### config.mk
export PLATFORM = sky130hd
export DESIGN_NAME = gpu_cmd_queue
export DESIGN_NICKNAME = d
export VERILOG_FILES = /design/src/rtl/gpu_pkg.sv /design/src/rtl/gpu_sync_fifo.sv /design/src/rtl/gpu_cmd_queue.sv
export SDC_FILE = /design/constraint.sdc
export NUM_CORES = 1
export LEC_CHECK = 0
export CORE_MARGIN = 2
export CORE_UTILIZATION = 45
export DETAILED_ROUTE_END_ITERATION = 8
export GPL_TIMING_DRIVEN = 0
export HOLD_SLACK_MARGIN = 0.05
export SYNTH_ARGS = -nofsm -noshare
export SYNTH_HDL_FRONTEND = slang
export SYNTH_SLANG_ARGS = --single-unit
export TNS_END_PERCENT = 100
### constraint.sdc
create_clock -name i_clk -period 2.5 [get_ports i_clk]
set_clock_uncertainty 0.2 [all_clocks]
set_input_delay 0.5 -clock i_clk [delete_from_list [all_inputs] [get_ports i_clk]]
set_output_delay 0.5 -clock i_clk [all_outputs]
set_load 0.005 [all_outputs]
### src/rtl/gpu_pkg.sv
// Shared GPU definitions: host bus cycle types, default instruction geometry and
// the opcode field location decoded by the command queue, pixel and signal generators.
package gpu_pkg;

  localparam int unsigned DEF_DATA_W      = 8;
  localparam int unsigned DEF_INSTR_BYTES = 4;

  // Classification of one host bus cycle at the rising edge.
  typedef enum logic [1:0] {
    BUS_IDLE  = 2'd0,
    BUS_WRITE = 2'd1,
    BUS_ABORT = 2'd2
  } bus_cycle_e;

  // LSB of the opcode field: the opcode is the first byte sent, i.e. the top byte.
  function automatic int unsigned opcode_lsb(input int unsigned data_w,
                                             input int unsigned instr_bytes);
    return (instr_bytes - 1) * data_w;
  endfunction

endpackage

### src/rtl/gpu_sync_fifo.sv
// Synchronous FIFO with occupancy count.
// Ports: i_clk/i_rst_n clock and async active-low reset; i_push/i_wdata write side;
//        i_pop read side; o_rdata always shows the head entry; o_level occupancy;
//        o_full asserted when o_level == DEPTH.
// Push while full and pop while empty are ignored.
module gpu_sync_fifo #(
  parameter int unsigned WIDTH = 32,
  parameter int unsigned DEPTH = 4
) (
  input  logic                         i_clk,
  input  logic                         i_rst_n,
  input  logic                         i_push,
  input  logic [WIDTH-1:0]             i_wdata,
  input  logic                         i_pop,
  output logic [WIDTH-1:0]             o_rdata,
  output logic [$clog2(DEPTH+1)-1:0]   o_level,
  output logic                         o_full
);

  localparam int unsigned PTR_W = $clog2(DEPTH);
  localparam int unsigned LVL_W = $clog2(DEPTH + 1);

  logic [WIDTH-1:0] mem_q [DEPTH];
  logic [WIDTH-1:0] mem_d [DEPTH];
  logic [PTR_W-1:0] wr_ptr_q, wr_ptr_d;
  logic [PTR_W-1:0] rd_ptr_q, rd_ptr_d;
  logic [LVL_W-1:0] level_q, level_d;
  logic             do_push, do_pop;

  assign o_full  = (level_q == LVL_W'(DEPTH));
  assign do_push = i_push & ~o_full;
  assign do_pop  = i_pop & (level_q != '0);

  // Pointers wrap naturally because DEPTH is a power of two.
  always_comb begin
    mem_d    = mem_q;
    wr_ptr_d = wr_ptr_q;
    rd_ptr_d = rd_ptr_q;
    level_d  = level_q;
    if (do_push) begin
      mem_d[wr_ptr_q] = i_wdata;
      wr_ptr_d        = wr_ptr_q + PTR_W'(1);
    end
    if (do_pop) begin
      rd_ptr_d = rd_ptr_q + PTR_W'(1);
    end
    case ({do_push, do_pop})
      2'b10:   level_d = level_q + LVL_W'(1);
      2'b01:   level_d = level_q - LVL_W'(1);
      default: level_d = level_q;
    endcase
  end

  always_ff @(posedge i_clk or negedge i_rst_n) begin
    if (!i_rst_n) begin
      for (int i = 0; i < int'(DEPTH); i++) mem_q[i] <= '0;
      wr_ptr_q <= '0;
      rd_ptr_q <= '0;
      level_q  <= '0;
    end else begin
      mem_q    <= mem_d;
      wr_ptr_q <= wr_ptr_d;
      rd_ptr_q <= rd_ptr_d;
      level_q  <= level_d;
    end
  end

  assign o_rdata = mem_q[rd_ptr_q];
  assign o_level = level_q;

endmodule

### src/rtl/gpu_cmd_queue.sv
// GPU command queue: assembles host bus bytes MSB-first into instructions and
// buffers them for the pixel/signal generators.
// Ports: i_clk/i_rst_n clock and async active-low reset;
//        i_we/i_en/i_data host bus, o_ack registered accept pulse, o_busy FIFO full;
//        i_vblank release gate; o_instruction/o_instruction_valid/i_instruction_accept
//        consumer handshake; o_level occupancy; o_overflow sticky dropped-write flag.
module gpu_cmd_queue
  import gpu_pkg::*;
#(
  parameter int unsigned DATA_W      = DEF_DATA_W,
  parameter int unsigned INSTR_BYTES = DEF_INSTR_BYTES,
  parameter int unsigned DEPTH       = 4,
  parameter bit          VBLANK_GATE = 1'b1
) (
  input  logic                            i_clk,
  input  logic                            i_rst_n,
  input  logic                            i_we,
  input  logic                            i_en,
  input  logic [DATA_W-1:0]               i_data,
  output logic                            o_ack,
  output logic                            o_busy,
  input  logic                            i_vblank,
  output logic [DATA_W*INSTR_BYTES-1:0]   o_instruction,
  output logic                            o_instruction_valid,
  input  logic                            i_instruction_accept,
  output logic [$clog2(DEPTH+1)-1:0]      o_level,
  output logic                            o_overflow
);

  localparam int unsigned INSTR_W = DATA_W * INSTR_BYTES;
  localparam int unsigned CNT_W   = (INSTR_BYTES > 1) ? $clog2(INSTR_BYTES) : 1;

  bus_cycle_e         cyc_c;
  logic [CNT_W-1:0]   cnt_q, cnt_d;
  logic [INSTR_W-1:0] asm_q, asm_d;
  logic               ack_q, ack_d;
  logic               ovf_q, ovf_d;
  logic [INSTR_W-1:0] word_c;
  logic               last_byte_c;
  logic               push_c;
  logic               pop_c;

  // Bus cycle classification.
  always_comb begin
    cyc_c = BUS_IDLE;
    if (i_en) cyc_c = i_we ? BUS_WRITE : BUS_ABORT;
  end

  assign last_byte_c = (cnt_q == CNT_W'(INSTR_BYTES - 1));

  // Current byte dropped into its slot: byte n of the instruction goes to slot INSTR_BYTES-1-n.
  always_comb begin
    word_c = asm_q;
    for (int b = 0; b < int'(INSTR_BYTES); b++) begin
      if (cnt_q == CNT_W'(int'(INSTR_BYTES) - 1 - b)) word_c[b*DATA_W +: DATA_W] = i_data;
    end
  end

  // Assembly, ack and overflow next-state.
  always_comb begin
    cnt_d  = cnt_q;
    asm_d  = asm_q;
    ack_d  = 1'b0;
    ovf_d  = ovf_q;
    push_c = 1'b0;
    case (cyc_c)
      BUS_WRITE: begin
        if (o_busy) begin
          ovf_d = 1'b1;
        end else begin
          ack_d = 1'b1;
          if (last_byte_c) begin
            push_c = 1'b1;
            cnt_d  = '0;
            asm_d  = '0;
          end else begin
            cnt_d = cnt_q + CNT_W'(1);
            asm_d = word_c;
          end
        end
      end
      BUS_ABORT: begin
        cnt_d = '0;
        asm_d = '0;
        ovf_d = 1'b0;
        ack_d = 1'b1;
      end
      default: ;
    endcase
  end

  always_ff @(posedge i_clk or negedge i_rst_n) begin
    if (!i_rst_n) begin
      cnt_q <= '0;
      asm_q <= '0;
      ack_q <= 1'b0;
      ovf_q <= 1'b0;
    end else begin
      cnt_q <= cnt_d;
      asm_q <= asm_d;
      ack_q <= ack_d;
      ovf_q <= ovf_d;
    end
  end

  // Head is releasable only when occupied and, if gated, during vertical blanking.
  assign o_instruction_valid = (o_level != '0) && (!VBLANK_GATE || i_vblank);
  assign pop_c               = o_instruction_valid & i_instruction_accept;

  gpu_sync_fifo #(
    .WIDTH (INSTR_W),
    .DEPTH (DEPTH)
  ) u_fifo (
    .i_clk   (i_clk),
    .i_rst_n (i_rst_n),
    .i_push  (push_c),
    .i_wdata (word_c),
    .i_pop   (pop_c),
    .o_rdata (o_instruction),
    .o_level (o_level),
    .o_full  (o_busy)
  );

  assign o_ack      = ack_q;
  assign o_overflow = ovf_q;

endmodule
==> impl_metrics.json, run 1 <==
{
  "hp-start": "i_en",
  "rsz0062_at_grt": "true",
  "timing.final.crit_share": 1.01,
  "setup_viol": 6,
  "critPathMaxFanout": 6,
  "synth_warnings": 0,
  "fp.coreArea_um2": 16600,
  "grt_use_total": 0.200,
  "cpPeakStageDelay_ns": 0.50,
  "critical_path_buf_inv_count": 4,
  "met3_length_um": 566,
  "crit_family": "buffers and inverters",
  "worstSkewPairLatency_ns": 0.42,
  "met2WireLength_um": 8210,
  "rows": 47,
  "maxCapViolCount": 0,
  "antenna_cells": 0,
  "stdcell_count": 794,
  "top_layer": "met4",
  "ys_seq_elements": 171,
  "die_x_um": 135,
  "critPathSlowestCell": "mux4_2",
  "antenna_left": 0,
  "fill_cells": 1337,
  "synth_xor_area_frac": 0.00682,
  "io_buffers": 51,
  "place_area_um2": 8530,
  "cts_buffers": 17,
  "min_period_ns": 2.54,
  "crit_chain": "buf_12 > buf_12 > buf_8 > mux4_2 > buf_2",
  "die-area_um2": 18200,
  "hold_violations": 0,
  "ys_types": 32,
  "worstSetupEndpointType": "output pin",
  "syn_area_per_cell_um2": 16.1,
  "routed_wl_um": 16900,
  "yosys-top-cells-area": "dfrtp_1 56%, mux2_2 22%, mux4_2 9.3%",
  "grt-ovfl-total": 0,
  "status": "complete, but fails checks",
  "grt_pass1_vias": 4674,
  "multiInputGateArea_um2": 3210,
  "timing.hold.ws_ns": 0.181,
  "hold_class": "in2reg",
  "clock.fmax_mhz": 394,
  "drive_above_1_share": 0.521,
  "clk_pin_slew_worst_paths_ns": 0.06,
  "cts.sinks": 171,
  "synth.largest_area_cell": "dfrtp_1",
  "grt_start_max_net_pins": 100,
  "syn_nets": 503,
  "drtIter0Drc": 235,
  "critPathKind": "reg2out",
  "min_to": "o_overflow",
  "grt_pass1_wl_um": 27000,
  "die_h_um": 135,
  "htree_levels": 4,
  "final.setup.worst_slack_ns": -0.0357,
  "failed_checks": "negative setup slack",
  "yosys.area_share.adder": 0.0172,
  "fin_nets": 586,
  "clockBufferDepth": 2,
  "p_per_area_nw_per_um2": 963,
  "seqCellArea_um2": 4280,
  "synth_top_family_by_area": "multiplexers",
  "yosys.area.top_type_share": 0.555,
  "rrSetupSlack_ns": 0.12,
  "worstMarginPinSlew_ns": 0.623,
  "syn-instance-count": 479,
  "start_util": 0.463,
  "cts_tree": "done",
  "io_pins": 53,
  "required_ns": 1.80,
  "max_slew_margin": 0.585,
  "reg2reg_depth": 10,
  "routabilityCongestion": 0.748,
  "ctsRootBufferMaster": "clkbuf_16",
  "post_drt_via_cell_ratio": 5.45,
  "ys_seq_area_frac": 0.555,
  "final_common_cell": "dfrtp_1",
  "cp.arrival_ns": 1.84,
  "final_cell_mix": "169 x dfrtp_1, 154 x mux2_2, 32 x mux4_2",
  "synthSimpleGateAreaFrac": 0.0234,
  "path_common_cell": "buf_12",
  "holdPathStages": 2,
  "areaGrowthSynthToFinish_pct": 19.5,
  "slew_viol_final": 0,
  "pre_cts_slack_ns": -0.479,
  "wl_per_cell_um": 21.3,
  "synth_mux_area_frac": 0.331,
  "ir_drop_mv": 0.608,
  "syn_area_um2": 7710,
  "critPathLaunchType": "register",
  "rr_endpoint": "u_fifo.o_level[2]",
  "antenna_found_initial": 0,
  "reg2reg_from": "cnt_q[1]",
  "drc_errors": 0,
  "wl_met1_um": 7860,
  "synth_compound_area_frac": 0.0346,
  "dp_cells": 751,
  "leakagePower_nw": 4.50,
  "final_area_um2": 9210,
  "dr.pass1.iters": 4,
  "dp_hpwl_um": 10700,
  "via_count": 4330
}
-- worst max-delay path by stage --
| stage | start | endpoint | slack [ns] | cells past startpoint |
|---|---|---|---|---|
| after floorplan | cnt_q[1] | u_fifo.o_level[2] | 0.15 | 10 |
| after global placement | i_rst_n | u_fifo.mem_q[36] | -6.08 | 1 |
| after detailed placement | i_we | u_fifo.o_level[2] | -0.48 | 10 |
| after CTS | u_fifo.rd_ptr_q[0] | o_instruction[16] | -0.06 | 5 |
| after global routing | u_fifo.rd_ptr_q[0] | o_instruction[26] | -0.09 | 5 |
| final | u_fifo.rd_ptr_q[0] | o_instruction[26] | -0.04 | 5 |
-- worst register-to-register path, delay by kind of cell (launching register included) --
kind | cells | cell delay (ns)
buf+inv | 3 | 0.32
fa+ha+maj | 3 | 0.77
simple gates | 2 | 0.32
flops | 1 | 0.41
xor+xnor | 2 | 0.30
-- kinds of logic (layout without fill, tap and decap cells) --
group,after synthesis,after routing
XOR/XNOR,6,6
buffers and inverters,41,136
AND/OR/NAND/NOR,25,25
flip-flops,171,171
adder cells (fa/ha/maj),10,10
multiplexers,195,195
AO/OA/AOI/OAI,31,31
-- synth_stat cells --
cell type / number
buf_2: 10
clkbuf_2: 1
nor3b_1: 1
a21oi_1: 2
nand2_1: 6
buf_4: 6
mux2_1: 8
o31a_1: 1
clkbuf_1: 5
buf_6: 7
xor2_1: 3
nor3_2: 3
xnor2_1: 3
dfrtp_1: 171
nand2_4: 1
a21bo_2: 1
nand3_1: 2
mux4_2: 32
o311a_1: 1
a22o_1: 24
fa_1: 1
o221ai_1: 1
nor2b_1: 8
nor3_4: 2
nor2_1: 1
ha_1: 9
mux2i_1: 1
o2bb2ai_1: 1
buf_1: 2
mux2_2: 154
nor3b_2: 1
inv_1: 10
-- power breakdown --
group / total (mW) / switching [mW] / leakage, nW / internal (mW)
sequential: 3.55 / 0.305 / 2.35 / 3.24
clock: 2.62 / 1.05 / 0.290 / 1.57
combinational: 2.71 / 1.23 / 1.86 / 1.48
total: 8.87 / 2.58 / 4.50 / 6.29
-- sequential cells by signal (all words and copies together), names as in the netlist --
name	cells
u_fifo.rd_ptr_q	2
u_fifo.o_level	3
cnt_q	2
asm_q	32
u_fifo.mem_q	128
o_overflow	1
o_ack	1
u_fifo.wr_ptr_q	2
-- metal layers --
metal  track usage  vias to the layer above
li1              -                     1936
met1         0.285                     2307
met2         0.316                       70
met3        0.0368                       17
met4        0.0556                        0
met5             0                        -
-- per-stage QoR --
step                       util  setup TNS [ns]  power, mW
after floorplan               -               0       5.10
after detailed placement  0.512          -33.03       5.99
after global placement    0.510        -1067.40       5.92
final                     0.554          -0.140       8.87
after global routing      0.554          -0.775       9.33
after CTS                 0.557          -0.770       9.03
-- layout make-up --
cell class | count | area share
tap | 220 | 0.0299
clock buffer | 24 | 0.0534
sequential | 171 | 0.465
inverter | 10 | 0.00407
clock inverter | 7 | 0.00964
buffer | 29 | 0.0291
timing repair buffer | 66 | 0.0604
multi-input combinational | 267 | 0.349
-- repair_timing --
item                       4_1_cts  5_1_grt
setup endpoints to repair       35       52
gates cloned                     2        0
resized for setup              148       19
hold buffers                     1        0
buffers inserted                11        2
pin swaps                        1        0
hold endpoints to repair        72        0
No activity file was read; power rests on OpenSTA's default activity.
==> inputs of run 2 (changes only) <==
Settings changed: CORE_MARGIN 2 to 3.
==> run 2 against run 1 <==
Compared with the run above: the flow now finishes without violations; sequential cell count stayed put; die area rose by 3.0%; utilization increased by 0.082 points; routed wire length shrank 1.1%; critical path type unchanged; critical endpoint is now o_instruction[0].
==> impl_metrics.json, run 2 (same netlist as run 1, synthesis figures left out) <==
{
  "die_h_um": 137,
  "routed_wl_um": 16700,
  "leakagePower_nw": 4.50,
  "critPathKind": "reg2out",
  "fill_cells": 1362,
  "htree_levels": 4,
  "rsz0062_at_grt": "true",
  "largest_reg_flops": 128,
  "critPathSlowestCell": "mux4_2",
  "status": "complete, no violations",
  "fp.coreArea_um2": 16700,
  "p_comb_frac": 0.289,
  "die_x_um": 137,
  "ir_drop_mv": 0.678,
  "multiInputGateArea_um2": 3210,
  "place_area_um2": 8530,
  "worstSetupEndpointType": "output pin",
  "worstSkewPairLatency_ns": 0.42,
  "via_count": 4334,
  "rows": 47,
  "hold_violations": 0,
  "dp_hpwl_um": 11000,
  "crit_chain": "buf_12 > buf_6 > mux4_2 > buf_2",
  "cp.arrival_ns": 1.77,
  "timing.hold.ws_ns": 0.185,
  "final_common_cell": "dfrtp_1",
  "io_pins": 53,
  "antenna_left": 0,
  "maxCapViolCount": 0,
  "slew_viol_final": 0,
  "power.total_mw": 9.08,
  "cts_tree": "done",
  "ctsRootBufferMaster": "clkbuf_16",
  "grt_use_total": 0.192,
  "regMostFlops": "u_fifo.mem_q",
  "final_area_um2": 9260,
  "dr.pass1.iters": 4,
  "grt_start_max_net_pins": 119,
  "seqPwrFrac": 0.390,
  "grt-ovfl-total": 0,
  "grt_pass1_wl_um": 26600,
  "final_cell_mix": "169 x dfrtp_1, 154 x mux2_2, 33 x buf_2",
  "critPathLaunchType": "register",
  "die-area_um2": 18700,
  "cts.sinks": 171,
  "grt_pass1_vias": 4693,
  "hold_class": "in2reg",
  "routabilityCongestion": 0.714,
  "cts_buffers": 17,
  "dp_cells": 751,
  "drive_above_1_share": 0.524,
  "antenna_found_initial": 0,
  "post_drt_via_cell_ratio": 5.47,
  "areaGrowthSynthToFinish_pct": 20.1,
  "drc_errors": 0,
  "max_slew_margin": 0.526,
  "wl_per_cell_um": 21.1,
  "internal-power_mw": 6.47,
  "worstMarginPinSlew_ns": 0.711,
  "clk_pin_slew_worst_paths_ns": 0.06,
  "netSwitchingPower_mw": 2.61,
  "drtIter0Drc": 210,
  "min_period_ns": 2.47,
  "setup_viol": 0,
  "timing.final.crit_share": 0.987,
  "fin_nets": 584,
  "io_buffers": 51,
  "clkPwrFrac": 0.320,
  "required_ns": 1.80,
  "antenna_cells": 0,
  "stdcell_count": 793,
  "critPathMaxFanout": 7,
  "start_util": 0.462,
  "seqCellArea_um2": 4280,
  "clockBufferDepth": 2,
  "p_per_area_nw_per_um2": 981,
  "cpPeakStageDelay_ns": 0.52,
  "switching_share": 0.287,
  "clock.fmax_mhz": 405
}
[run 2: final cells by class]
| class | instances | share of cell area |
|---|---|---|
| repair buffers | 64 | 0.0581 |
| clock buffers | 19 | 0.0478 |
| clock inverters | 13 | 0.0232 |
| multi-input cells | 267 | 0.346 |
| inverters | 10 | 0.00405 |
| well taps | 220 | 0.0297 |
| plain buffers | 29 | 0.0282 |
| flip-flops and latches | 171 | 0.462 |
[run 2: path summary, 6_finish.rpt]
path                                    startpoint           endpoint  slack, ns  depth (start not counted)
worst max-delay path            u_fifo.rd_ptr_q[0]   o_instruction[0]       0.03                          4
worst min-delay path                          i_en         o_overflow       0.18                          2
worst max register to register   u_fifo.o_level[2]   u_fifo.mem_q[50]       0.12                          7
worst min register to register    u_fifo.mem_q[55]   u_fifo.mem_q[55]       0.28                          1
max in group asynchronous                  i_rst_n  u_fifo.o_level[0]       0.79                          3
min in group asynchronous                  i_rst_n  u_fifo.mem_q[114]       0.39                          2
[run 2: routing by layer]
layer | track usage | vias to the layer above | routed length [µm]
met5 | 0 | - | 0
met4 | 0.0488 | 0 | 168
met3 | 0.0445 | 13 | 596
met2 | 0.309 | 73 | 8220
met1 | 0.265 | 2322 | 7710
li1 | - | 1926 | -
[run 2: power groups by stage]
stage / Combinational, mW / Clock [mW] / Sequential (mW)
after global placement: 2.38 / 0 / 3.53
after floorplan: 1.63 / 0 / 3.47
final: 2.63 / 2.91 / 3.55
after CTS: 2.86 / 2.97 / 3.55
after global routing: 2.86 / 3.08 / 3.61
after detailed placement: 2.46 / 0 / 3.56
[run 2: worst max-delay path: cells and delay by family (launching register included)]
kind                   cells  cell delay, ns
buffers and inverters      3            0.45
flip-flops                 1            0.37
multiplexers               1            0.52
[run 2: what timing repair did]
action | 4_1_cts | 5_1_grt
resized for setup | 161 | 8
setup endpoints to repair | 35 | 22
setup buffers | 11 | 3
hold endpoints to repair | 53 | 0
cloned | 3 | 0
pin swaps | 1 | 0
hold buffers | 1 | 0
[run 2: metrics by stage]
stage / setup TNS, ns / setup slack [ns] / util
after global routing: -0.181 / -0.0328 / 0.554
after global placement: -1068.32 / -6.09 / 0.509
final: 0 / 0.0331 / 0.554
after CTS: -1.06 / -0.115 / 0.559
after floorplan: 0 / 0.154 / -
after detailed placement: -32.69 / -0.517 / 0.511
